<file path="config.mk">
export PLATFORM = sky130hd
export DESIGN_NAME = tcam_axis_stream
export DESIGN_NICKNAME = d
export VERILOG_FILES = /design/src/rtl/tcam_axis_stream.sv
export SDC_FILE = /design/constraint.sdc
export NUM_CORES = 2
export LEC_CHECK = 0
export ABC_AREA = 1
export ABC_CLOCK_PERIOD_IN_PS = 7100
export CAP_MARGIN = 20
export CORE_MARGIN = 3
export CORE_UTILIZATION = 45
export CTS_CLUSTER_SIZE = 25
export DETAILED_ROUTE_END_ITERATION = 10
export GPL_TIMING_DRIVEN = 0
export PLACE_DENSITY = 0.71
export SYNTH_ARGS = -nofsm -noshare
export SYNTH_HDL_FRONTEND = slang
export SYNTH_SLANG_ARGS = --single-unit
export TNS_END_PERCENT = 50
</file>
<file path="constraint.sdc">
create_clock -name ACLK -period 7.1 [get_ports ACLK]
set_input_delay 2.13 -clock ACLK [delete_from_list [all_inputs] [get_ports ACLK]]
set_output_delay 2.13 -clock ACLK [all_outputs]
set_load 0.01 [all_outputs]
</file>
<file path="src/rtl/tcam_axis_stream.sv">
// TCAM with AXI4-Stream command/response framing: write, lookup, invalidate,
// clear-all commands in; one 2-beat status/data response out per command.

// One TCAM entry compare: masked key equality gated by the entry's valid bit.
module tcam_match_cell #(
  parameter int KEY_WIDTH = 32
) (
  input  logic                 vld,
  input  logic [KEY_WIDTH-1:0] key,
  input  logic [KEY_WIDTH-1:0] ent_key,
  input  logic [KEY_WIDTH-1:0] ent_mask,
  output logic                 hit
);
  assign hit = vld && (((key ^ ent_key) & ~ent_mask) == '0);
endmodule

module tcam_axis_stream #(
  parameter int TDATA_WIDTH = 32,
  parameter int KEY_WIDTH   = 32,
  parameter int DATA_WIDTH  = 32,
  parameter int ADDR_WIDTH  = 4
) (
  input  logic                     ACLK,
  input  logic                     ARESET,
  input  logic [TDATA_WIDTH-1:0]   S_AXIS_TDATA,
  input  logic [TDATA_WIDTH/8-1:0] S_AXIS_TSTRB,
  input  logic                     S_AXIS_TLAST,
  input  logic                     S_AXIS_TVALID,
  output logic                     S_AXIS_TREADY,
  output logic [TDATA_WIDTH-1:0]   M_AXIS_TDATA,
  output logic [TDATA_WIDTH/8-1:0] M_AXIS_TSTRB,
  output logic                     M_AXIS_TLAST,
  output logic                     M_AXIS_TVALID,
  input  logic                     M_AXIS_TREADY
);
  localparam int DEPTH = 1 << ADDR_WIDTH;
  localparam logic [3:0] OP_WRITE = 4'd1, OP_LOOKUP = 4'd2, OP_INVAL = 4'd3, OP_CLEAR = 4'd4;

  typedef enum logic [2:0] {HDR, COLLECT, DRAIN, EXEC, ENC, RESP0, RESP1} state_t;

  state_t                  state, state_nxt;
  logic                    err_len, err_op, err_len_nxt, err_op_nxt;
  logic                    rst_done;
  logic [3:0]              op;
  logic [7:0]              tag;
  logic [ADDR_WIDTH-1:0]   addr;
  logic [1:0]              bidx;
  logic [KEY_WIDTH-1:0]    key_r, mask_r;
  logic [DATA_WIDTH-1:0]   data_r;
  logic [KEY_WIDTH-1:0]    key_mem  [DEPTH];
  logic [KEY_WIDTH-1:0]    mask_mem [DEPTH];
  logic [DATA_WIDTH-1:0]   data_mem [DEPTH];
  logic [DEPTH-1:0]        valid, match_c, match_q;
  logic [ADDR_WIDTH-1:0]   idx_c, idx_q;
  logic                    hit_q;
  logic [DATA_WIDTH-1:0]   rdata_q;
  logic [TDATA_WIDTH-1:0]  m_tdata;

  // Strobes carry no meaning here; header/payload bits outside the fields are ignored.
  logic unused_in;
  assign unused_in = ^{S_AXIS_TSTRB, S_AXIS_TDATA};

  logic       s_fire, h_known, h_multi, fin, op_ok;
  logic [3:0] h_op;
  assign s_fire  = S_AXIS_TVALID && S_AXIS_TREADY;
  assign h_op    = S_AXIS_TDATA[3:0];
  assign h_known = (h_op >= OP_WRITE) && (h_op <= OP_CLEAR);
  assign h_multi = (h_op == OP_WRITE) || (h_op == OP_LOOKUP);
  assign fin     = (op == OP_WRITE) ? (bidx == 2'd3) : (bidx == 2'd1);
  assign op_ok   = !err_len && !err_op;

  // Per-entry compare array against the latched lookup key.
  for (genvar g = 0; g < DEPTH; g++) begin : g_cell
    tcam_match_cell #(.KEY_WIDTH(KEY_WIDTH)) u_cell (
      .vld      (valid[g]),
      .key      (key_r),
      .ent_key  (key_mem[g]),
      .ent_mask (mask_mem[g]),
      .hit      (match_c[g])
    );
  end

  // State register and error flags; rst_done keeps TREADY low for one cycle after reset.
  always_ff @(posedge ACLK) begin
    if (ARESET) begin
      state    <= HDR;
      err_len  <= 1'b0;
      err_op   <= 1'b0;
      rst_done <= 1'b0;
    end else begin
      state    <= state_nxt;
      err_len  <= err_len_nxt;
      err_op   <= err_op_nxt;
      rst_done <= 1'b1;
    end
  end

  // Frame parsing and response sequencing.
  always_comb begin
    state_nxt   = state;
    err_len_nxt = err_len;
    err_op_nxt  = err_op;
    case (state)
      HDR: if (s_fire) begin
        err_len_nxt = 1'b0;
        err_op_nxt  = !h_known;
        if (!h_known) state_nxt = S_AXIS_TLAST ? EXEC : DRAIN;
        else if (h_multi) begin
          if (S_AXIS_TLAST) begin err_len_nxt = 1'b1; state_nxt = EXEC; end
          else state_nxt = COLLECT;
        end else begin
          if (S_AXIS_TLAST) state_nxt = EXEC;
          else begin err_len_nxt = 1'b1; state_nxt = DRAIN; end
        end
      end
      COLLECT: if (s_fire) begin
        if (fin) begin
          state_nxt = S_AXIS_TLAST ? EXEC : DRAIN;
          if (!S_AXIS_TLAST) err_len_nxt = 1'b1;
        end else if (S_AXIS_TLAST) begin
          err_len_nxt = 1'b1;
          state_nxt   = EXEC;
        end
      end
      DRAIN:   if (s_fire && S_AXIS_TLAST) state_nxt = EXEC;
      EXEC:    state_nxt = ENC;
      ENC:     state_nxt = RESP0;
      RESP0:   if (M_AXIS_TREADY) state_nxt = RESP1;
      RESP1:   if (M_AXIS_TREADY) state_nxt = HDR;
      default: state_nxt = HDR;
    endcase
  end

  // Field capture, valid-bit maintenance, match vector and encode stage.
  always_ff @(posedge ACLK) begin
    if (ARESET) begin
      valid   <= '0;
      match_q <= '0;
    end else begin
      if (state == HDR && s_fire) begin
        op   <= h_op;
        tag  <= S_AXIS_TDATA[15:8];
        addr <= S_AXIS_TDATA[16 +: ADDR_WIDTH];
        bidx <= 2'd1;
      end
      if (state == COLLECT && s_fire) begin
        case (bidx)
          2'd1:    key_r  <= S_AXIS_TDATA[KEY_WIDTH-1:0];
          2'd2:    mask_r <= S_AXIS_TDATA[KEY_WIDTH-1:0];
          default: data_r <= S_AXIS_TDATA[DATA_WIDTH-1:0];
        endcase
        bidx <= bidx + 2'd1;
      end
      if (state == EXEC) begin
        match_q <= (op == OP_LOOKUP && op_ok) ? match_c : '0;
        if (op_ok) begin
          case (op)
            OP_WRITE: valid[addr] <= 1'b1;
            OP_INVAL: valid[addr] <= 1'b0;
            OP_CLEAR: valid       <= '0;
            default:  ;
          endcase
        end
      end
      if (state == ENC) begin
        hit_q   <= |match_q;
        idx_q   <= idx_c;
        rdata_q <= data_mem[idx_c];
      end
    end
  end

  // Entry storage is not reset; writes are blocked while reset is asserted.
  always_ff @(posedge ACLK) begin
    if (!ARESET && state == EXEC && op == OP_WRITE && op_ok) begin
      key_mem[addr]  <= key_r;
      mask_mem[addr] <= mask_r;
      data_mem[addr] <= data_r;
    end
  end

  // Lowest matching index wins; 0 when nothing matches.
  always_comb begin
    idx_c = '0;
    for (int i = DEPTH - 1; i >= 0; i--)
      if (match_q[i]) idx_c = ADDR_WIDTH'(i);
  end

  // Response beat assembly; all outputs idle outside the response states.
  always_comb begin
    m_tdata = '0;
    if (state == RESP0) begin
      m_tdata[0]               = hit_q;
      m_tdata[1]               = err_len;
      m_tdata[2]               = err_op;
      m_tdata[15:8]            = tag;
      m_tdata[16 +: ADDR_WIDTH] = hit_q ? idx_q : '0;
    end else if (state == RESP1 && hit_q) begin
      m_tdata[DATA_WIDTH-1:0]  = rdata_q;
    end
  end

  assign S_AXIS_TREADY = rst_done && (state == HDR || state == COLLECT || state == DRAIN);
  assign M_AXIS_TVALID = (state == RESP0) || (state == RESP1);
  assign M_AXIS_TLAST  = (state == RESP1);
  assign M_AXIS_TDATA  = m_tdata;
  assign M_AXIS_TSTRB  = '1;
endmodule

</file>
==> impl_metrics.py <==
metrics = {
    "detailed_routing": {
        "dr.pass1.iters": 7,
        "drt_iter0_drc": 5597,
        "vias_per_cell": 5.62,
        "routed_wl_um": 177000,
        "ant_nets": 0,
        "remaining_drc_errors": 0,
        "routedWlPerCell_um": 25.1,
        "vias": 39500,
    },
    "power_and_ir_drop": {
        "powerDensity_nw_per_um2": 259,
        "vdd_drop_max_v": 0.000251,
        "power_leakage_nw": 26.4,
        "p_int_mw": 16.1,
        "total_power_mw": 20.2,
        "pwr-share-seq": 0.550,
        "power.switching_mw": 4.03,
        "power_frac_clock": 0.437,
        "swShare": 0.200,
        "combPwrFrac": 0.013,
    },
    "sta": {
        "worstMarginPinSlew_ns": 1.29,
        "postLayoutSetupSlackWorst_ns": 0.887,
        "tns_ns": 0,
        "hold_slack_ns": 0.484,
        "slew_violations": 0,
        "period_share": 0.875,
        "relSlewSlack": 0.135,
        "clock-skew-final_ns": 0.0388,
        "setup_violations": 0,
        "post-route-min-period_ns": 6.21,
        "rsz0062_at_grt": "no",
        "hold_viol_final": 0,
        "fmax_ghz": 0.161,
    },
    "floorplanning": {
        "die_w_um": 393,
        "num_rows": 141,
        "die_height_um": 393,
        "io_pins": 80,
        "die_area_um2": 154000,
        "core_area_um2": 148000,
        "start_util": 0.455,
    },
    "clock_network": {
        "cts_root_buf": "clkbuf_16",
        "postCtsSetupRepairBufs": 0,
        "path_clk_slew_ns": 0.07,
        "cts.path.max_buffers": 3,
        "cts_buffers": 170,
        "htree_levels": 4,
        "cts.repair.resized": 0,
        "cts_hold_buf": 0,
        "clock-sinks": 1725,
        "cts_tree": "built",
        "insertion_delay_ns": 0.81,
    },
    "critical_path": {
        "cp-start-kind": "flop",
        "r2r_start": "key_r[29]",
        "r2r_end": "match_q[7]",
        "r2r_cells": 9,
        "crit_type": "flop to output pin",
        "reg2reg_slack_ns": 3.08,
        "worstPathCellList": "inv_1, nor2_1, inv_1, nor2_2, nand2_1, clkbuf_1, nor2_1, clkdlybuf4s50_1",
        "crit_slowest_cell": "nand2_1",
        "required_ns": 4.97,
        "cpPeakStageDelay_ns": 0.76,
        "path_max_fanout": 10,
        "crit_arrival_ns": 4.08,
        "endpoint_kind": "output pin",
    },
    "worst_hold_path": {
        "min_from": "match_q[3]",
        "hold_path_class": "flop to flop",
        "hold_depth": 2,
        "whs_endpoint": "match_q[3]",
    },
    "synth": {
        "ys_ff_latch": 1725,
        "yosysTopAreaCell": "edfxtp_1",
        "synth_edf_count": 1687,
        "synth_top_cell_area_share": 0.752,
        "synth_area_um2": 67400,
        "yosysUniqueCellTypes": 38,
        "ys_top_cells_by_count": "1687 x edfxtp_1, 593 x nand3_1, 498 x xnor2_1",
        "synth-seq-area-share": 0.763,
        "async_reset_ff_frac": 0,
        "syn_area_per_cell_um2": 14.6,
        "ys_warn_count": 0,
        "synth_ff_type": "edfxtp_1",
        "yosysMostFrequentCell": "edfxtp_1",
        "synth.area.top_cells": "edfxtp_1 75%, xnor2_1 6.5%, nand3_1 4.4%",
        "syn_inst": 4623,
    },
    "placement": {
        "gp_congestion": 0.901,
        "portBuffers": 71,
        "pre_cts_slack_ns": 1.09,
        "dp_hpwl_um": 117000,
    },
    "grt": {
        "grt_overflow": 0,
        "grt.total_usage": 0.227,
        "antenna_found_initial": 10,
        "grt_pass1_vias": 37800,
        "grt_first_pass_wirelength_um": 253000,
        "grt_max_degree": 30,
    },
    "finish": {
        "multi_input_area_um2": 13300,
        "fill_cells": 11600,
        "nNetsFinal": 4999,
        "synthToLayoutAreaGrowth_pct": 15.5,
        "register_area_um2": 51400,
        "layout-drive-gt1-share": 0.0955,
    },
    "outcome": {
        "status": "completed",
    },
    "job": {
        "drv_cap": 0,
    },
}
==> logic make-up after synthesis <==
group / count (synthesis) / synth area share
AO/OA/AOI/OAI: 344 / 0.0309
other: 1 / 0.0000556
adder cells (fa/ha/maj): 5 / 0.000928
XOR/XNOR: 498 / 0.0647
buffers and inverters: 695 / 0.0426
flip-flops: 1725 / 0.763
AND/OR/NAND/NOR: 1355 / 0.0978
==> layout make-up <==
| class | count | area share |
|---|---|---|
| sequential | 1725 | 0.661 |
| multi-input combinational | 2206 | 0.171 |
| clock buffer | 201 | 0.0564 |
| tap | 1930 | 0.0310 |
| timing repair buffer | 155 | 0.0304 |
| inverter | 479 | 0.0231 |
| buffer | 216 | 0.0138 |
| clock inverter | 115 | 0.0137 |
| antenna | 1 | 0.0000322 |
==> metrics by stage <==
| step | instance area (um2) | utilization | cells |
|---|---|---|---|
| 2_1_floorplan | 67400 | - | 4626 |
| 3_3_place_gp | 70500 | 0.476 | 6627 |
| 3_5_place_dp | 72300 | 0.488 | 6707 |
| 4_1_cts | 77800 | 0.525 | 7023 |
| 5_1_grt | 77800 | 0.525 | 7027 |
| 6_report | 77800 | 0.525 | 7028 |
==> power groups by stage <==
stage	clock network, mW	logic, mW	registers (mW)
2_1_floorplan	0	0.141	11.3
4_1_cts	8.92	0.257	11.1
3_5_place_dp	0	0.255	11.3
5_1_grt	9.35	0.281	11.1
6_report	8.82	0.261	11.1
3_3_place_gp	0	0.241	11.3
==> state kept, by name, indices dropped and copies added (netlist names), 8 cells and up <==
| register | flops |
|---|---|
| data_mem | 512 |
| data_r | 32 |
| mask_r | 32 |
| valid | 16 |
| rdata_q | 32 |
| match_q | 16 |
| tag | 8 |
| key_r | 32 |
| mask_mem | 512 |
| key_mem | 512 |
==> placed cells by master (no fill, tap or decap), types with 7 or more instances in the layout <==
cell type,netlist,final
nor4_1,65,64
o21ai_0,45,45
a21oi_1,45,45
buf_2,86,98
o22ai_1,236,236
buf_16,0,21
clkdlybuf4s50_1,0,71
clkbuf_1,78,108
nor2_4,0,20
clkbuf_16,0,171
buf_1,17,17
nor3_1,21,21
edfxtp_1,1687,1687
nand3_1,593,593
a32o_1,9,9
nand4_1,16,16
dfxtp_1,38,38
nor2_1,106,85
clkinvlp_4,0,7
nand3b_1,128,128
buf_12,0,50
bufinv_16,0,15
clkinv_1,1,40
clkinv_2,0,38
nand2_1,414,414
inv_1,475,475
xnor2_1,498,498
buf_4,29,29
==> routing by layer <==
metal / part of all wire / GRT usage / vias to the layer above
met2: 0.45 / 0.344 / 2390
met1: 0.39 / 0.319 / 19400
met3: 0.13 / 0.0608 / 416
li1: - / - / 17300
met5: 0.00024 / 0 / -
met4: 0.036 / 0.0791 / 6
==> worst max path at each step <==
stage	slack, ns	depth (start not counted)	to	startpoint
5_1_grt	0.64	8	M_AXIS_TDATA[6]	state[1]
6_report	0.89	8	M_AXIS_TDATA[6]	state[1]
3_3_place_gp	-5.07	5	data_mem[2][4]	ARESET
3_5_place_dp	1.09	8	data_mem[9][30]	ARESET
4_1_cts	0.83	8	M_AXIS_TDATA[6]	state[1]
2_1_floorplan	-0.07	4	data_mem[10][0]	ARESET
==> worst max-delay path, delay by kind of cell (launching register included) <==
kind | cells | cell delay, ns
buffers and inverters | 4 | 1.23
and+or+nand+nor | 4 | 1.60
DFF | 1 | 0.42
Note: power is estimated with default switching activity, not from simulation.
